**src/rtl/i2s_tx_aes_formatter_pkg.sv**
```systemverilog
// Shared I2S transmitter definitions: AES3 preambles, channel ids, subframe type and parity helper.
package i2s_tx_defines;

  localparam logic [3:0] PRE_Z = 4'h1;
  localparam logic [3:0] PRE_X = 4'h2;
  localparam logic [3:0] PRE_Y = 4'h3;

  localparam logic [0:0] TID_LEFT  = 1'b0;
  localparam logic [0:0] TID_RIGHT = 1'b1;

  typedef logic [31:0] aes_subframe_t;

  typedef enum logic [1:0] {
    ST_IDLE  = 2'd0,
    ST_LEFT  = 2'd1,
    ST_RIGHT = 2'd2
  } fmt_state_e;

  // Even parity over bits 4..31: P equals the XOR of the payload bits 4..30.
  function automatic logic aes_parity(input aes_subframe_t sf);
    return ^sf[30:4];
  endfunction

endpackage

```
**src/rtl/i2s_tx_aes_formatter.sv**
```systemverilog
// Stereo PCM pair to AES3-style L/R subframe formatter feeding the I2S core's AXI-Stream input.
// Optional build macro I2S_TX_FMT_PARITY_EN fills bit 31 with even parity; otherwise P=0.
module i2s_tx_aes_formatter
  import i2s_tx_defines::*;
#(
  parameter int PCM_WIDTH    = 24,
  parameter int BLOCK_FRAMES = 192,
  parameter int TID_WIDTH    = 3
) (
  input  logic                   s_axis_aud_aclk,
  input  logic                   s_axis_aud_aresetn,
  input  logic                   fmt_en,
  input  logic [2*PCM_WIDTH-1:0] s_pcm_tdata,
  input  logic                   s_pcm_tvalid,
  output logic                   s_pcm_tready,
  output logic [31:0]            m_axis_aud_tdata,
  output logic [TID_WIDTH-1:0]   m_axis_aud_tid,
  output logic                   m_axis_aud_tvalid,
  input  logic                   m_axis_aud_tready,
  output logic [7:0]             frame_cnt
);

  localparam int         PAD_BITS   = 24 - PCM_WIDTH;
  localparam logic [7:0] LAST_FRAME = 8'(BLOCK_FRAMES - 1);

  fmt_state_e             state_r, state_s;
  aes_subframe_t          tdata_r, tdata_s;
  logic [TID_WIDTH-1:0]   tid_r, tid_s;
  logic                   tvalid_r, tvalid_s;
  logic [PCM_WIDTH-1:0]   right_r, right_s;
  logic [7:0]             cnt_r, cnt_s;
  logic [7:0]             cnt_inc_s;
  logic                   pcm_ready_s;
  logic                   accept_s;
  logic                   beat_s;

  function automatic aes_subframe_t build_subframe(input logic [3:0] pre,
                                                   input logic [PCM_WIDTH-1:0] sample);
    aes_subframe_t sf;
    sf = {4'b0000, 24'(sample) << PAD_BITS, pre};
`ifdef I2S_TX_FMT_PARITY_EN
    sf[31] = aes_parity(sf);
`endif
    return sf;
  endfunction

  // A new pair may enter from IDLE, or in RIGHT in the very cycle the right beat leaves.
  assign pcm_ready_s = s_axis_aud_aresetn && fmt_en &&
                       ((state_r == ST_IDLE) || ((state_r == ST_RIGHT) && m_axis_aud_tready));
  assign accept_s    = pcm_ready_s && s_pcm_tvalid;
  assign beat_s      = tvalid_r && m_axis_aud_tready;
  assign cnt_inc_s   = (cnt_r == LAST_FRAME) ? 8'd0 : cnt_r + 8'd1;

  // Next-state, output register and frame counter update logic.
  always_comb begin
    state_s  = state_r;
    tdata_s  = tdata_r;
    tid_s    = tid_r;
    tvalid_s = tvalid_r;
    right_s  = right_r;
    cnt_s    = cnt_r;
    case (state_r)
      ST_IDLE: begin
        if (accept_s) begin
          state_s  = ST_LEFT;
          tdata_s  = build_subframe((cnt_r == 8'd0) ? PRE_Z : PRE_X, s_pcm_tdata[PCM_WIDTH-1:0]);
          tid_s    = TID_WIDTH'(TID_LEFT);
          tvalid_s = 1'b1;
          right_s  = s_pcm_tdata[2*PCM_WIDTH-1:PCM_WIDTH];
        end else begin
          state_s = ST_IDLE;
        end
      end
      ST_LEFT: begin
        if (beat_s) begin
          state_s = ST_RIGHT;
          tdata_s = build_subframe(PRE_Y, right_r);
          tid_s   = TID_WIDTH'(TID_RIGHT);
        end else begin
          state_s = ST_LEFT;
        end
      end
      ST_RIGHT: begin
        if (beat_s && accept_s) begin
          state_s = ST_LEFT;
          cnt_s   = cnt_inc_s;
          tdata_s = build_subframe((cnt_inc_s == 8'd0) ? PRE_Z : PRE_X, s_pcm_tdata[PCM_WIDTH-1:0]);
          tid_s   = TID_WIDTH'(TID_LEFT);
          right_s = s_pcm_tdata[2*PCM_WIDTH-1:PCM_WIDTH];
        end else if (beat_s) begin
          // Underrun or disable: go quiet; a disabled formatter restarts its block at Z.
          state_s  = ST_IDLE;
          tvalid_s = 1'b0;
          cnt_s    = fmt_en ? cnt_inc_s : 8'd0;
        end else begin
          state_s = ST_RIGHT;
        end
      end
      default: begin
        state_s  = ST_IDLE;
        tvalid_s = 1'b0;
      end
    endcase
  end

  // State, pair holding, output and counter registers with synchronous active-low reset.
  always_ff @(posedge s_axis_aud_aclk) begin
    if (!s_axis_aud_aresetn) begin
      state_r  <= ST_IDLE;
      tdata_r  <= 32'h0000_0000;
      tid_r    <= {TID_WIDTH{1'b0}};
      tvalid_r <= 1'b0;
      right_r  <= {PCM_WIDTH{1'b0}};
      cnt_r    <= 8'd0;
    end else begin
      state_r  <= state_s;
      tdata_r  <= tdata_s;
      tid_r    <= tid_s;
      tvalid_r <= tvalid_s;
      right_r  <= right_s;
      cnt_r    <= cnt_s;
    end
  end

  assign s_pcm_tready      = pcm_ready_s;
  assign m_axis_aud_tdata  = tdata_r;
  assign m_axis_aud_tid    = tid_r;
  assign m_axis_aud_tvalid = tvalid_r;
  assign frame_cnt         = cnt_r;

endmodule

```
**config.mk**
```make
export PLATFORM = sky130hd
export DESIGN_NAME = i2s_tx_aes_formatter
export DESIGN_NICKNAME = d
export VERILOG_FILES = /design/src/rtl/i2s_tx_aes_formatter_pkg.sv /design/src/rtl/i2s_tx_aes_formatter.sv
export SDC_FILE = /design/constraint.sdc
export NUM_CORES = 1
export LEC_CHECK = 0
export CORE_MARGIN = 10
export CORE_UTILIZATION = 35
export CTS_CLUSTER_SIZE = 40
export DETAILED_ROUTE_END_ITERATION = 7
export PLACE_DENSITY_LB_ADDON = 0.15
export RECOVER_POWER = 25
export SYNTH_ARGS = -nofsm -noshare
export SYNTH_HDL_FRONTEND = slang
export SYNTH_SLANG_ARGS = --single-unit
```
**constraint.sdc**
```tcl
create_clock -name s_axis_aud_aclk -period 2.33 [get_ports s_axis_aud_aclk]
set_input_delay 0.3495 -clock s_axis_aud_aclk [delete_from_list [all_inputs] [get_ports s_axis_aud_aclk]]
set_output_delay 0.3495 -clock s_axis_aud_aclk [all_outputs]
set_load 0.01 [all_outputs]
```
==> run summary, run 1 <==
Run status = completed
Final non-filler cell area = 4170 µm²
Type of the worst setup path = reg2out
Ys async rst share = 0
Clk slew on worst S/H paths = 0.07 ns
Final hold vios = 0
Clock buffers created by TritonCTS = 9
Clock buffer depth = 2
Startpoint type of the worst setup path = flop
Req. time, crit path = 1.98 ns
Clk Latency, worst-skew pair = 0.34 ns
Total of flip-flops plus latches after synthesis = 62
Commonest cells after routing, fill and taps aside = 69 x sky130_fd_sc_hd__clkdlybuf4s50_1, 62 x sky130_fd_sc_hd__dfxtp_1, 33 x sky130_fd_sc_hd__nand3_1
Root cell of the clock tree = sky130_fd_sc_hd__clkbuf_8
Arrival time reported for the critical path endpoint = 1.80 ns
Setup total negative slack = 0 ns
Worst hold slack = 0.468 ns
Top-Level Pins = 98
Maximum clock rate = 0.466 GHz
Total via count in the routed design = 2688
Setup skew after layout = 0.00607 ns
Lkg Pwr = 1.81 nW
Synth unique cells = 45
Yosys warns = 0
Count of pins over their slew limit = 0
Std cell rows = 33
Final worst slack = 0.185 ns
Number of antenna violations at the first check in global routing = 0
DRT Wirelength = 8790 µm
Ratio of total power to cell area = 640 nW/µm²
Fraction of layout cells with a size suffix above 1 = 0.0949
Nets = 465
Total power = 2.67 mW
Combinational share of power = 0.161
Utilization after layout = 0.510
RSZ-0062 raised after global routing = no
Synth-to-Final Area Change = 42.5%
Total routing resource utilization after global routing = 0.137
# Max-Cap Violations = 0
Uppermost signal routing layer after detailed routing = met4
Worst setup EP type = output pin
Hold buffers post-CTS = 0
Total standard cell area after synthesis = 2930 µm²
Start point of the worst hold path = m_axis_aud_tid[0]$_SDFFE_PN0P_
Number of H-tree levels = 3
Normalized max-slew margin = 0.400
Post-layout instance count excluding filler cells = 516
Met3 Wirelength = 724 µm
Final setup violation count = 0
Reg-to-reg critical path startpoint = state_r[0]$_SDFF_PN0_
Largest net degree at the start of global routing = 46
Highest fanout seen on the critical path = 5
Critical path launch point = state_r[0]$_SDFF_PN0_
Vias in the first global route = 2770
Detail Placement HPWL = 6240 µm
Post-Place Setup Slack = 0.127 ns
Top cells by area in the synthesized netlist = sky130_fd_sc_hd__dfxtp_1 42%, sky130_fd_sc_hd__mux2i_1 8.2%, sky130_fd_sc_hd__o211a_1 8.2%
# diodes = 0
Maximum vdd drop = 0.537 mV
Clk pwr share = 0.408
Met2 WL post-DR = 4250 µm
Sequential cell area fraction in the yosys report = 0.424
Clock sink count = 62
Post CTS Setup Buffer Count = 0
HP Class = reg2reg
Final period utilization = 0.921
Die boundary width = 111 µm
Share of Yosys cell area claimed by the top area cell type = 0.424
Post-route ant nets = 0
Sw Share = 0.244
M1 WL = 3750 µm
NetSw = 0.652 mW
Share of power burned in registers = 0.431
TritonCTS clock tree = built
Library cell occupying the most area in the post-synthesis netlist = sky130_fd_sc_hd__dfxtp_1
Number of optimization iterations in the first detailed-route pass = 5
Synth Area per Inst = 9.29 µm²
Total die area = 12400 µm²
I/O Buffers = 89
Slew at the pin closest to its max-slew limit = 0.901 ns
Effective utilization at floorplan = 0.358
Most frequent standard cell in the layout excluding fill and tap cells = sky130_fd_sc_hd__clkdlybuf4s50_1
Number of placed cells counting well taps = 500
Internal power consumption = 2.02 mW
Height of the chip = 111 µm
Global-route wire length before repair = 14200 µm
Time the worst path needs with I/O delays and setup = 2.15 ns
Final weighted congestion in routability-driven placement = 0.776
Number of synthesized flops with an enable pin = 0
Core Box Area = 8180 µm²
DRT iter0 DRCs = 89
Drc violations = 0
Avg Vias per Cell = 5.21
Top FF cell, synth = sky130_fd_sc_hd__dfxtp_1
Number of instances in the synthesized netlist = 315
Routed WL per cell = 17.0 µm
Grt ovf = 0
Standard cell area after detailed placement = 3920 µm²
final timing paths:
| path | endpoint | slack, ns | cells after the start |
|---|---|---|---|
| worst max-delay path | s_pcm_tready | 0.18 | 5 |
| worst min-delay path | m_axis_aud_tid[0]$_SDFFE_PN0P_ | 0.47 | 2 |
| worst max register to register | right_r[4]$_SDFFE_PN0P_ | 0.46 | 8 |
| worst min register to register | m_axis_aud_tid[0]$_SDFFE_PN0P_ | 0.47 | 2 |
cells in the mapped netlist (all sizes together) (4+ instances only):
library cell / instances
nand3: 34
a22oi: 24
buf: 14
a21oi: 7
inv: 5
nor2b: 7
nand2: 19
o21ai: 9
nor2: 24
o211a: 24
and2: 5
ha: 6
a21boi: 4
mux2i: 24
clkbuf: 17
nand2b: 4
dfxtp: 62
final cells by class:
class / instances / area, µm²
fillers: 789 / 4010
clock inverters: 5 / 81.3
repair buffers: 104 / 1000
multi-input cells: 224 / 1540
well taps: 105 / 131
flip-flops and latches: 62 / 1240
inverters: 5 / 18.8
clock buffers: 11 / 151
repair_timing:
action,CTS,global route
gates resized for setup,1,3
setup endpoints to repair,1,20
hold endpoints to repair,0,0
state kept, by name, summed over array words and instances, names as in the netlist:
register / cells
m_axis_aud_tvalid: 1
frame_cnt: 8
right_r: 24
m_axis_aud_tid: 1
m_axis_aud_tdata: 26
state_r: 2
cells by family (layout without fill, tap and decap cells):
| logic type | Yosys count | count (layout) | share of synthesized area |
|---|---|---|---|
| flops | 62 | 62 | 0.424 |
| fa+ha+maj | 6 | 6 | 0.0257 |
| mux | 24 | 24 | 0.0821 |
| compound gates | 82 | 82 | 0.227 |
| other cells | 1 | 8 | 0.00128 |
| buf+inv | 36 | 125 | 0.0633 |
| simple gates | 104 | 104 | 0.176 |
power by group through the flow:
stage               clock network [mW]  logic, mW  registers, mW
floorplan                            0      0.197           1.19
CTS                               1.12      0.446           1.15
global route                      1.17      0.470           1.16
global placement                     0      0.441           1.17
detailed placement                   0      0.445           1.17
finish                            1.09      0.430           1.15
metal layers:
| metal | global-route usage | vias up |
|---|---|---|
| li1 | - | 1316 |
| met1 | 0.159 | 1270 |
| met2 | 0.226 | 97 |
| met3 | 0.0612 | 5 |
| met4 | 0.0334 | 0 |
| met5 | 0 | - |
critical path: stages (launching register included):
cell and delay [ns]:
sky130_fd_sc_hd__dfxtp_1 0.33, sky130_fd_sc_hd__inv_1 0.12, sky130_fd_sc_hd__ha_1 0.28, sky130_fd_sc_hd__a21oi_2 0.06, sky130_fd_sc_hd__nor2_1 0.13, sky130_fd_sc_hd__clkdlybuf4s50_1 0.55
Note: power is estimated with default switching activity, not from simulation.
==> run 2, diff against run 1 <==
ABC_CLOCK_PERIOD_IN_PS = 2330   (was unset)
==> results of run 2 <==
Same layout as run 1: the final DEF is identical, and so are final timing and power.
==> run 3, diff against run 2 <==
ABC_CLOCK_PERIOD_IN_PS = 2470   (was 2330)
clock period = 2.47 ns   (was 2.33 ns; I/O delays follow)
==> run 3 against run 2 <==
Net effect: clock skew up 0.0032 ns; cell area down 0.72%; power down 8.5%.
==> run summary, run 3 (synthesis gave the netlist of run 1 again) <==
Clock sink count = 62 (unchanged)
Worst stage delay on the critical path = 0.49 ns (was 0.55 ns)
Largest net degree at the start of global routing = 46 (unchanged)
Global-route wire length before repair = 14600 µm (was 14200 µm)
Top-Level Pins = 98 (unchanged)
Final weighted congestion in routability-driven placement = 0.843 (was 0.776)
Commonest cells after routing, fill and taps aside = 67 x sky130_fd_sc_hd__clkdlybuf4s50_1, 62 x sky130_fd_sc_hd__dfxtp_1, 33 x sky130_fd_sc_hd__nand3_1 (was 69 x sky130_fd_sc_hd__clkdlybuf4s50_1, 62 x sky130_fd_sc_hd__dfxtp_1, 33 x sky130_fd_sc_hd__nand3_1)
Routed WL per cell = 16.8 µm (was 17.0 µm)
Final period utilization = 0.913
Highest fanout seen on the critical path = 5 (unchanged)
Maximum clock rate = 0.443 GHz
Effective utilization at floorplan = 0.358 (unchanged)
Fraction of layout cells with a size suffix above 1 = 0.0829 (was 0.0949)
Maximum vdd drop = 0.279 mV (was 0.537 mV)
Startpoint type of the worst setup path = flop (unchanged)
Grt ovf = 0 (unchanged)
CP Buf/Inv Count = 2 (unchanged)
Total via count in the routed design = 2655 (was 2688)
Slew at the pin closest to its max-slew limit = 1.07 ns (was 0.901 ns)
Ratio of total power to cell area = 590 nW/µm² (was 640 nW/µm²)
Number of H-tree levels = 3 (unchanged)
RSZ-0062 raised after global routing = no (unchanged)
Type of the worst setup path = reg2out (unchanged)
Post CTS Setup Buffer Count = 0 (unchanged)
Height of the chip = 111 µm (unchanged)
# Max-Cap Violations = 0 (unchanged)
Worst setup EP type = output pin (unchanged)
Std cell rows = 33 (unchanged)
I/O Buffers = 89 (unchanged)
TritonCTS clock tree = built (unchanged)
DRT iter0 DRCs = 78 (was 89)
Critical path launch point = state_r[0]$_SDFF_PN0_ (unchanged)
Count of pins over their slew limit = 0 (unchanged)
Category of cells accounting for the largest share of critical-path delay = buffers and inverters (unchanged)
Synth-to-Final Area Change = 41.4% (was 42.5%)
Master of the slowest instance on the critical path = sky130_fd_sc_hd__clkdlybuf4s50_1 (unchanged)
Setup total negative slack = 0 ns (unchanged)
Total die area = 12400 µm² (unchanged)
Critical Path Stages = 5 (unchanged)
Drc violations = 0 (unchanged)
Req. time, crit path = 2.10 ns (was 1.98 ns)
Worst hold slack = 0.471 ns (was 0.468 ns)
Total routing resource utilization after global routing = 0.141 (was 0.137)
Core Box Area = 8180 µm² (unchanged)
DRT Wirelength = 8680 µm (was 8790 µm)
Run status = completed (unchanged)
Root cell of the clock tree = sky130_fd_sc_hd__clkbuf_8 (unchanged)
Cells along the critical path = inv_1 > ha_1 > a21oi_2 > nor2_1 > clkdlybuf4s50_1 (unchanged)
HP Class = reg2reg (unchanged)
Worst reg-to-reg path cell count = 6 (was 8)
Nets = 465 (unchanged)
Reg-to-reg critical path startpoint = state_r[0]$_SDFF_PN0_ (unchanged)
Arrival time reported for the critical path endpoint = 1.88 ns (was 1.80 ns)
Register-to-Register Setup Slack = 0.28 ns (was 0.46 ns)
Setup crit end = s_pcm_tready (unchanged)
Number of antenna violations at the first check in global routing = 0 (unchanged)
Clock buffer depth = 2 (unchanged)
Die boundary width = 111 µm (unchanged)
Post-route ant nets = 0 (unchanged)
Most frequent standard cell in the layout excluding fill and tap cells = sky130_fd_sc_hd__clkdlybuf4s50_1 (unchanged)
Setup skew after layout = 0.00931 ns (was 0.00607 ns)
Detail Placement HPWL = 6240 µm (about the same)
Final setup violation count = 0 (unchanged)
Clk slew on worst S/H paths = 0.07 ns (about the same)
Normalized max-slew margin = 0.285 (was 0.400)
Final hold vios = 0 (unchanged)
Time the worst path needs with I/O delays and setup = 2.26 ns
Number of flip-flops in the largest register = 26 (unchanged)
Avg Vias per Cell = 5.16 (was 5.21)
Clock buffers created by TritonCTS = 9 (unchanged)
Clk Latency, worst-skew pair = 0.33 ns (was 0.34 ns)
Lkg Pwr = 1.80 nW (was 1.81 nW)
Vias in the first global route = 2801 (was 2770)
R2r endpoint = m_axis_aud_tdata[23]$_SDFFE_PN0P_ (was right_r[4]$_SDFFE_PN0P_)
# diodes = 0 (unchanged)
Number of optimization iterations in the first detailed-route pass = 4 (was 5)
[run 3: where the power goes]
part | leakage [nW] | total [mW] | switching [mW] | internal, mW
logic | 1.19 | 0.404 | 0.178 | 0.226
registers | 0.505 | 1.09 | 0.0313 | 1.05
clock network | 0.0994 | 0.952 | 0.390 | 0.562
total | 1.80 | 2.44 | 0.600 | 1.84
[run 3: layer usage]
metal / GRT usage / routed length, µm / up-vias
li1: - / - / 1314
met1: 0.169 / 3920 / 1242
met2: 0.228 / 3960 / 89
met3: 0.0574 / 693 / 10
met4: 0.0377 / 110 / 0
met5: 0 / 0 / -
[run 3: cell type report]
type	instances	area, µm²
multi-input combinational	224	1530
tap	105	131
timing repair buffer	104	1010
clock inverter	4	72.6
fill	779	4040
sequential	62	1240
inverter	5	18.8
clock buffer	11	131
[run 3: worst register-to-register path, delay by kind of cell, from the launching register on]
| family | cells | cell delay (ns) |
|---|---|---|
| adder cells (fa/ha/maj) | 1 | 0.35 |
| flip-flops | 1 | 0.37 |
| AND/OR/NAND/NOR | 2 | 1.01 |
| buffers and inverters | 1 | 0.08 |
| AO/OA/AOI/OAI | 2 | 0.32 |
[run 3: how the worst min path moves through the flow]
stage,depth (start not counted),startpoint,to,slack [ns]
2_1_floorplan,2,right_r[0]$_SDFFE_PN0P_,right_r[0]$_SDFFE_PN0P_,0.46
4_1_cts,2,m_axis_aud_tid[0]$_SDFFE_PN0P_,m_axis_aud_tid[0]$_SDFFE_PN0P_,0.48
3_3_place_gp,2,m_axis_aud_tid[0]$_SDFFE_PN0P_,m_axis_aud_tid[0]$_SDFFE_PN0P_,0.47
3_5_place_dp,2,m_axis_aud_tid[0]$_SDFFE_PN0P_,m_axis_aud_tid[0]$_SDFFE_PN0P_,0.47
6_report,2,m_axis_aud_tid[0]$_SDFFE_PN0P_,m_axis_aud_tid[0]$_SDFFE_PN0P_,0.47
5_1_grt,1,m_axis_aud_tdata[9]$_SDFFE_PN0P_,m_axis_aud_tdata[9]$_SDFFE_PN0P_,0.52
[run 3: timing repair]
action,4_1_cts,5_1_grt
resized for setup,0,1
setup endpoints to repair,0,1
hold buffers,0,0
[run 3: per-stage QoR]
stage | total power, mW | instances | worst slack, ns | area, µm² | util
detailed placement | 1.53 | 500 | 0.152 | 3930 | 0.481
finish | 2.44 | 515 | 0.215 | 4140 | 0.506
global placement | 1.53 | 500 | 0.189 | 3930 | 0.481
floorplan | 1.31 | 322 | 0.602 | 2950 | -
global route | 2.56 | 515 | 0.00352 | 4140 | 0.506
CTS | 2.48 | 515 | 0.0387 | 4140 | 0.506
